**src/rtl/rc5_pkg.sv**
```systemverilog
// Shared widths, FSM encoding and captured-request layout for the RC5 core scheduler.
package rc5_pkg;
  localparam int KEY_W = 128;
  localparam int BLK_W = 64;

  typedef enum logic [2:0] {
    S_IDLE, S_KEY_LOAD, S_KEY_ARM, S_KEY_WAIT, S_DATA, S_RES_WAIT
  } state_t;

  typedef struct packed {
    logic             ch;
    logic             flag;
    logic [KEY_W-1:0] key;
    logic [BLK_W-1:0] din;
  } req_t;
endpackage

```
**src/rtl/rc5_rr_arb.sv**
```systemverilog
// Two-requester round-robin arbiter; the pointer only moves when a grant is taken.
module rc5_rr_arb (
  input  logic       i_clk,
  input  logic       i_rst,
  input  logic [1:0] i_vld,
  input  logic       i_adv,
  output logic [1:0] o_grant
);
  logic r_last;  // 1: ch1 was granted last

  always_comb begin
    o_grant = i_vld;
    if (&i_vld) o_grant = r_last ? 2'b01 : 2'b10;
  end

  always_ff @(posedge i_clk) begin
    if (i_rst)      r_last <= 1'b1;
    else if (i_adv) r_last <= o_grant[1];
  end
endmodule

```
**src/rtl/rc5_sched.sv**
```systemverilog
// Shares one rc5_core between two channels: round-robin accept, cached key expansion,
// din sequencing, result return and wait-state timeout.
module rc5_sched
  import rc5_pkg::*;
#(
  parameter int TIMEOUT = 4096
) (
  input  logic             i_clk,
  input  logic             i_rst,
  input  logic             i_ch0_vld,
  output logic             o_ch0_rdy,
  input  logic             i_ch0_flag,
  input  logic [KEY_W-1:0] i_ch0_key,
  input  logic [BLK_W-1:0] i_ch0_din,
  output logic [BLK_W-1:0] o_ch0_dout,
  output logic             o_ch0_dout_en,
  output logic             o_ch0_err,
  input  logic             i_ch1_vld,
  output logic             o_ch1_rdy,
  input  logic             i_ch1_flag,
  input  logic [KEY_W-1:0] i_ch1_key,
  input  logic [BLK_W-1:0] i_ch1_din,
  output logic [BLK_W-1:0] o_ch1_dout,
  output logic             o_ch1_dout_en,
  output logic             o_ch1_err,
  output logic             o_core_flag,
  output logic [KEY_W-1:0] o_core_key,
  output logic             o_core_key_en,
  output logic [BLK_W-1:0] o_core_din,
  output logic             o_core_din_en,
  input  logic [BLK_W-1:0] i_core_dout,
  input  logic             i_core_dout_en,
  input  logic             i_core_key_ok,
  output logic             o_busy
);
  localparam int CW = $clog2(TIMEOUT + 1);

  state_t           r_state, w_next;
  req_t             r_req, w_req;
  logic [KEY_W-1:0] r_cur_key;
  logic             r_key_vld;
  logic [CW-1:0]    r_cnt;
  logic [BLK_W-1:0] r_dout0, r_dout1;
  logic             r_dout_en0, r_dout_en1;
  logic [1:0]       w_grant;
  logic             w_acc, w_hit, w_wait, w_done, w_kok, w_to;

  rc5_rr_arb u_arb (
    .i_clk   (i_clk),
    .i_rst   (i_rst),
    .i_vld   ({i_ch1_vld, i_ch0_vld}),
    .i_adv   (w_acc),
    .o_grant (w_grant)
  );

  always_comb begin
    w_req.ch   = w_grant[1];
    w_req.flag = w_grant[1] ? i_ch1_flag : i_ch0_flag;
    w_req.key  = w_grant[1] ? i_ch1_key  : i_ch0_key;
    w_req.din  = w_grant[1] ? i_ch1_din  : i_ch0_din;
  end

  assign w_acc  = (r_state == S_IDLE) & (|w_grant);
  assign w_hit  = r_key_vld & (w_req.key == r_cur_key);
  assign w_wait = (r_state == S_KEY_WAIT) | (r_state == S_RES_WAIT);
  assign w_done = (r_state == S_RES_WAIT) & i_core_dout_en;
  assign w_kok  = (r_state == S_KEY_WAIT) & i_core_key_ok;
  // A completion arriving on the expiry cycle beats the timeout.
  assign w_to   = w_wait & (r_cnt == CW'(TIMEOUT)) & ~w_done & ~w_kok;

  always_ff @(posedge i_clk) begin
    if (i_rst) r_state <= S_IDLE;
    else       r_state <= w_next;
  end

  always_comb begin
    w_next = r_state;
    case (r_state)
      S_IDLE:     if (w_acc) w_next = w_hit ? S_DATA : S_KEY_LOAD;
      S_KEY_LOAD: w_next = S_KEY_ARM;
      S_KEY_ARM:  w_next = S_KEY_WAIT;
      S_KEY_WAIT: if (w_kok) w_next = S_DATA; else if (w_to) w_next = S_IDLE;
      S_DATA:     w_next = S_RES_WAIT;
      S_RES_WAIT: if (w_done | w_to) w_next = S_IDLE;
      default:    w_next = S_IDLE;
    endcase
  end

  always_comb begin
    o_ch0_rdy     = (r_state == S_IDLE) & w_grant[0];
    o_ch1_rdy     = (r_state == S_IDLE) & w_grant[1];
    o_core_key_en = (r_state == S_KEY_LOAD);
    o_core_din_en = (r_state == S_DATA);
    o_busy        = (r_state != S_IDLE);
    o_ch0_err     = w_to & ~r_req.ch;
    o_ch1_err     = w_to &  r_req.ch;
  end

  always_ff @(posedge i_clk) begin
    if (i_rst) begin
      r_req      <= '0;
      r_cur_key  <= '0;
      r_key_vld  <= 1'b0;
      r_cnt      <= '0;
      r_dout0    <= '0;
      r_dout1    <= '0;
      r_dout_en0 <= 1'b0;
      r_dout_en1 <= 1'b0;
    end else begin
      r_dout_en0 <= w_done & ~r_req.ch;
      r_dout_en1 <= w_done &  r_req.ch;
      if (w_done & ~r_req.ch) r_dout0 <= i_core_dout;
      if (w_done &  r_req.ch) r_dout1 <= i_core_dout;
      if (w_acc) r_req <= w_req;
      if (r_state == S_KEY_LOAD) begin
        r_cur_key <= r_req.key;
        r_key_vld <= 1'b0;
      end else if (w_kok) begin
        r_key_vld <= 1'b1;
      end else if (w_to) begin
        r_key_vld <= 1'b0;
      end
      if (w_next != r_state) r_cnt <= '0;
      else if (w_wait)       r_cnt <= r_cnt + 1'b1;
    end
  end

  assign o_core_flag   = r_req.flag;
  assign o_core_key    = r_req.key;
  assign o_core_din    = r_req.din;
  assign o_ch0_dout    = r_dout0;
  assign o_ch1_dout    = r_dout1;
  assign o_ch0_dout_en = r_dout_en0;
  assign o_ch1_dout_en = r_dout_en1;
endmodule

```
**config.mk**
```make
export PLATFORM = sky130hd
export DESIGN_NAME = rc5_sched
export DESIGN_NICKNAME = d
export VERILOG_FILES = /design/src/rtl/rc5_pkg.sv /design/src/rtl/rc5_rr_arb.sv /design/src/rtl/rc5_sched.sv
export SDC_FILE = /design/constraint.sdc
export NUM_CORES = 1
export LEC_CHECK = 0
export ABC_AREA = 1
export CAP_MARGIN = 30
export CORE_AREA = 2 2 305 307
export DETAILED_ROUTE_END_ITERATION = 6
export DIE_AREA = 0 0 307 309
export GPL_TIMING_DRIVEN = 0
export PLACE_DENSITY = 0.56
export SYNTH_ARGS = -nofsm -noshare
export SYNTH_HDL_FRONTEND = slang
export SYNTH_HIERARCHICAL = 1
export SYNTH_SLANG_ARGS = --single-unit
```
**constraint.sdc**
```tcl
create_clock -name i_clk -period 3.95 [get_ports i_clk]
set_input_delay 1.185 -clock i_clk [delete_from_list [all_inputs] [get_ports i_clk]]
set_output_delay 1.185 -clock i_clk [all_outputs]
set_load 0.05 [all_outputs]
```
==> impl_metrics.env <==
export IMPL_antenna_found_initial=31
export IMPL_first_global_vias=24500
export IMPL_grt_pass1_wl_um=179000
export IMPL_hold_viol_final=0
export IMPL_swShare=0.400
export IMPL_synth_cells=3136
export IMPL_drtIter0Drc=2158
export IMPL_cts_tree="built"
export IMPL_netlist_area_um2=21900
export IMPL_crit_fanout=10
export IMPL_die_w_um=307
export IMPL_slowest_delay_ns=0.67
export IMPL_routed_wirelength_um=131000
export IMPL_powerDensity_nw_per_um2=559
export IMPL_fin_nets=4457
export IMPL_crit_arrival_ns=4.35
export IMPL_avgSynthCellArea_um2=6.98
export IMPL_hold_class="flip-flop to flip-flop"
export IMPL_p_sw_w=0.00760
export IMPL_vias=25300
export IMPL_synthArstFlopShare=0
export IMPL_period_minus_slack_ns=3.80
export IMPL_antenna_left=0
export IMPL_cap_viol_max_count=0
export IMPL_worstSkewPairLatency_ns=0.65
export IMPL_grt_max_degree=17
export IMPL_combinationalPowerShare=0.383
export IMPL_drive_gt1_frac=0.0996
export IMPL_ys_ff_latch=470
export IMPL_synth_ff_type="dfxtp_1"
export IMPL_clock_sinks=470
export IMPL_die_area_um2=94900
export IMPL_rsz0062_at_grt="no"
export IMPL_crit_slowest_cell="clkbuf_1"
export IMPL_fin_crit_sh=0.961
export IMPL_path_buf_inv=6
export IMPL_drc=0
export IMPL_cts_buffers=58
export IMPL_area_growth_pct=55.2
export IMPL_yosysTopAreaCell="dfxtp_1"
export IMPL_seq_power_share=0.313
export IMPL_slew_headroom=0.335
export IMPL_via_per_inst=4.84
export IMPL_core_region_area_um2=91400
export IMPL_crit_chain="dlygate4sd2_1, nand2_1, and2_4, inv_8, buf_12, buf_8, a21oi_4, clkbuf_1, clkbuf_1, o21ai_0, a31oi_1"
export IMPL_fmax_mhz=263
export IMPL_io_pins=786
export IMPL_postCtsHoldBufs=0
export IMPL_synth_most_common_cell="nand2_1"
export IMPL_dr_pass1_iters=6
export IMPL_worst_slew_pin_slew_ns=0.997
export IMPL_cp_end_kind="flip-flop"
export IMPL_synth_area_leaders="dfxtp_1 (43%), nand2_1 (13%), o21ai_0 (10%)"
export IMPL_place_congestion=0.948
export IMPL_skew_ns=0.0277
export IMPL_grt_use_total=0.264
export IMPL_cts_root_buf="clkbuf_16"
export IMPL_leakagePower_nw=14.2
export IMPL_ys_warn_count=6
export IMPL_cp_top_family="buffers and inverters"
export IMPL_crit_top_cell="clkbuf_1"
export IMPL_fillers=9738
export IMPL_postSynthNetCount=3594
export IMPL_vdd_drop_max_mv=0.368
export IMPL_crit_type="input port to flip-flop"
export IMPL_timing_hold_ws_ns=0.463
export IMPL_fp_dieH_um=309
export IMPL_place_hpwl_um=101000
export IMPL_clk_pin_slew_ns=0.07
export IMPL_status="finished, final reports clean"
export IMPL_synth_top_cell_area_share=0.430
export IMPL_slew_violations=0
export IMPL_clock_path_buffers=3
export IMPL_synth_edf_count=0
export IMPL_setup_viol=0
export IMPL_power_clock_fraction=0.305
export IMPL_start_kind="input port"
export IMPL_htreeDepth=2
export IMPL_start_util=0.240
export IMPL_overflow=0
export IMPL_ys_seq_area_frac=0.430
export IMPL_intPower_w=0.0114
export IMPL_r2r_slack_ns=0.62
export IMPL_rows=111
export IMPL_fin_setup_tns_ns=0
export IMPL_routedWlPerCell_um=24.9
export IMPL_synth_cell_types=32
export IMPL_fin_total_pwr_w=0.0190
export IMPL_synth_common_cells="nand2_1 (753), dfxtp_1 (470), o21ai_0 (454), nor2_1 (357), buf_4 (201)"
export IMPL_portBuffers=785
export IMPL_critPathRequiredTime_ns=4.50
==> flip-flops by register name, summed over array words and instances (netlist names), 3 cells and up <==
register,cells
o_core_key,128
r_cur_key,128
o_ch0_dout,64
o_ch1_dout,64
o_core_din,64
r_cnt,13
r_state,3
==> what timing repair did <==
action,4_1_cts,5_1_grt
pin swaps,18,0
setup buffers,13,0
gates resized for setup,136,6
endpoints found under the setup margin,199,5
gates cloned,1,0
==> worst min-delay path, cell delays in order (launching register included) <==
cell and delay (ns):
dfxtp_1 0.32, inv_1 0.05, a21oi_1 0.05
==> cell usage in the layout, fill, tap and decap left out, types with 9 or more instances in the layout <==
cell	n
a31oi_1	183
nand4_1	13
nand2_1	744
nor2_2	14
buf_8	11
o21ai_0	454
clkdlybuf4s50_1	779
nor2_1	348
dfxtp_1	470
clkbuf_16	60
buf_6	14
nand2_2	9
buf_4	210
clkinv_2	9
clkbuf_8	10
a21oi_1	141
clkbuf_1	163
nand3_1	109
xor2_1	24
inv_1	190
==> cell type report <==
cell class,instances,area (um^2),share of cell area
multi-input combinational,2089,9770,0.287
sequential,470,9410,0.277
timing repair buffer,804,8090,0.238
buffer,384,2450,0.0720
clock buffer,76,1640,0.0483
tap,1186,1480,0.0437
inverter,192,728,0.0214
clock inverter,30,412,0.0121
antenna,7,17.5,0.000515
==> worst paths after layout <==
check / start / to / depth (start not counted)
setup / recovery: i_ch0_vld / o_core_key[76] / 11
setup reg to reg: u_arb/r_last / o_core_key[76] / 10
hold / removal: r_cur_key[81] / r_cur_key[81] / 2
hold reg to reg: r_cur_key[81] / r_cur_key[81] / 2
==> power groups by stage <==
stage / logic, W / clock network [W] / registers [W]
after global routing: 0.00762 / 0.00606 / 0.00600
final: 0.00726 / 0.00578 / 0.00594
after CTS: 0.00724 / 0.00586 / 0.00591
after floorplan: 0.00409 / 0 / 0.00586
after global placement: 0.00700 / 0 / 0.00600
after detailed placement: 0.00704 / 0 / 0.00600
==> logic make-up after synthesis <==
| family | after synthesis | synth area share |
|---|---|---|
| simple gates | 1265 | 0.228 |
| compound gates | 786 | 0.191 |
| buf+inv | 577 | 0.135 |
| flops | 470 | 0.430 |
| xor+xnor | 36 | 0.0144 |
| fa+ha+maj | 2 | 0.00114 |
==> routing by layer <==
metal,global-route usage,wire (um),up-vias
met5,0,296,-
met3,0.0767,12300,296
met4,0.118,6600,44
met2,0.448,61600,1273
met1,0.308,49900,11900
li1,-,-,11800
==> metrics by stage <==
step	util	cells	setup WS, ns	instance area, um^2
2_1_floorplan	-	3136	0.0624	21900
3_3_place_gp	0.342	5107	-1.97	31200
3_5_place_dp	0.343	5112	-1.98	31300
4_1_cts	0.371	5231	0.00174	33900
5_1_grt	0.372	5233	0.0321	34000
6_report	0.372	5238	0.153	34000
Note: power is estimated with default switching activity, not from simulation.
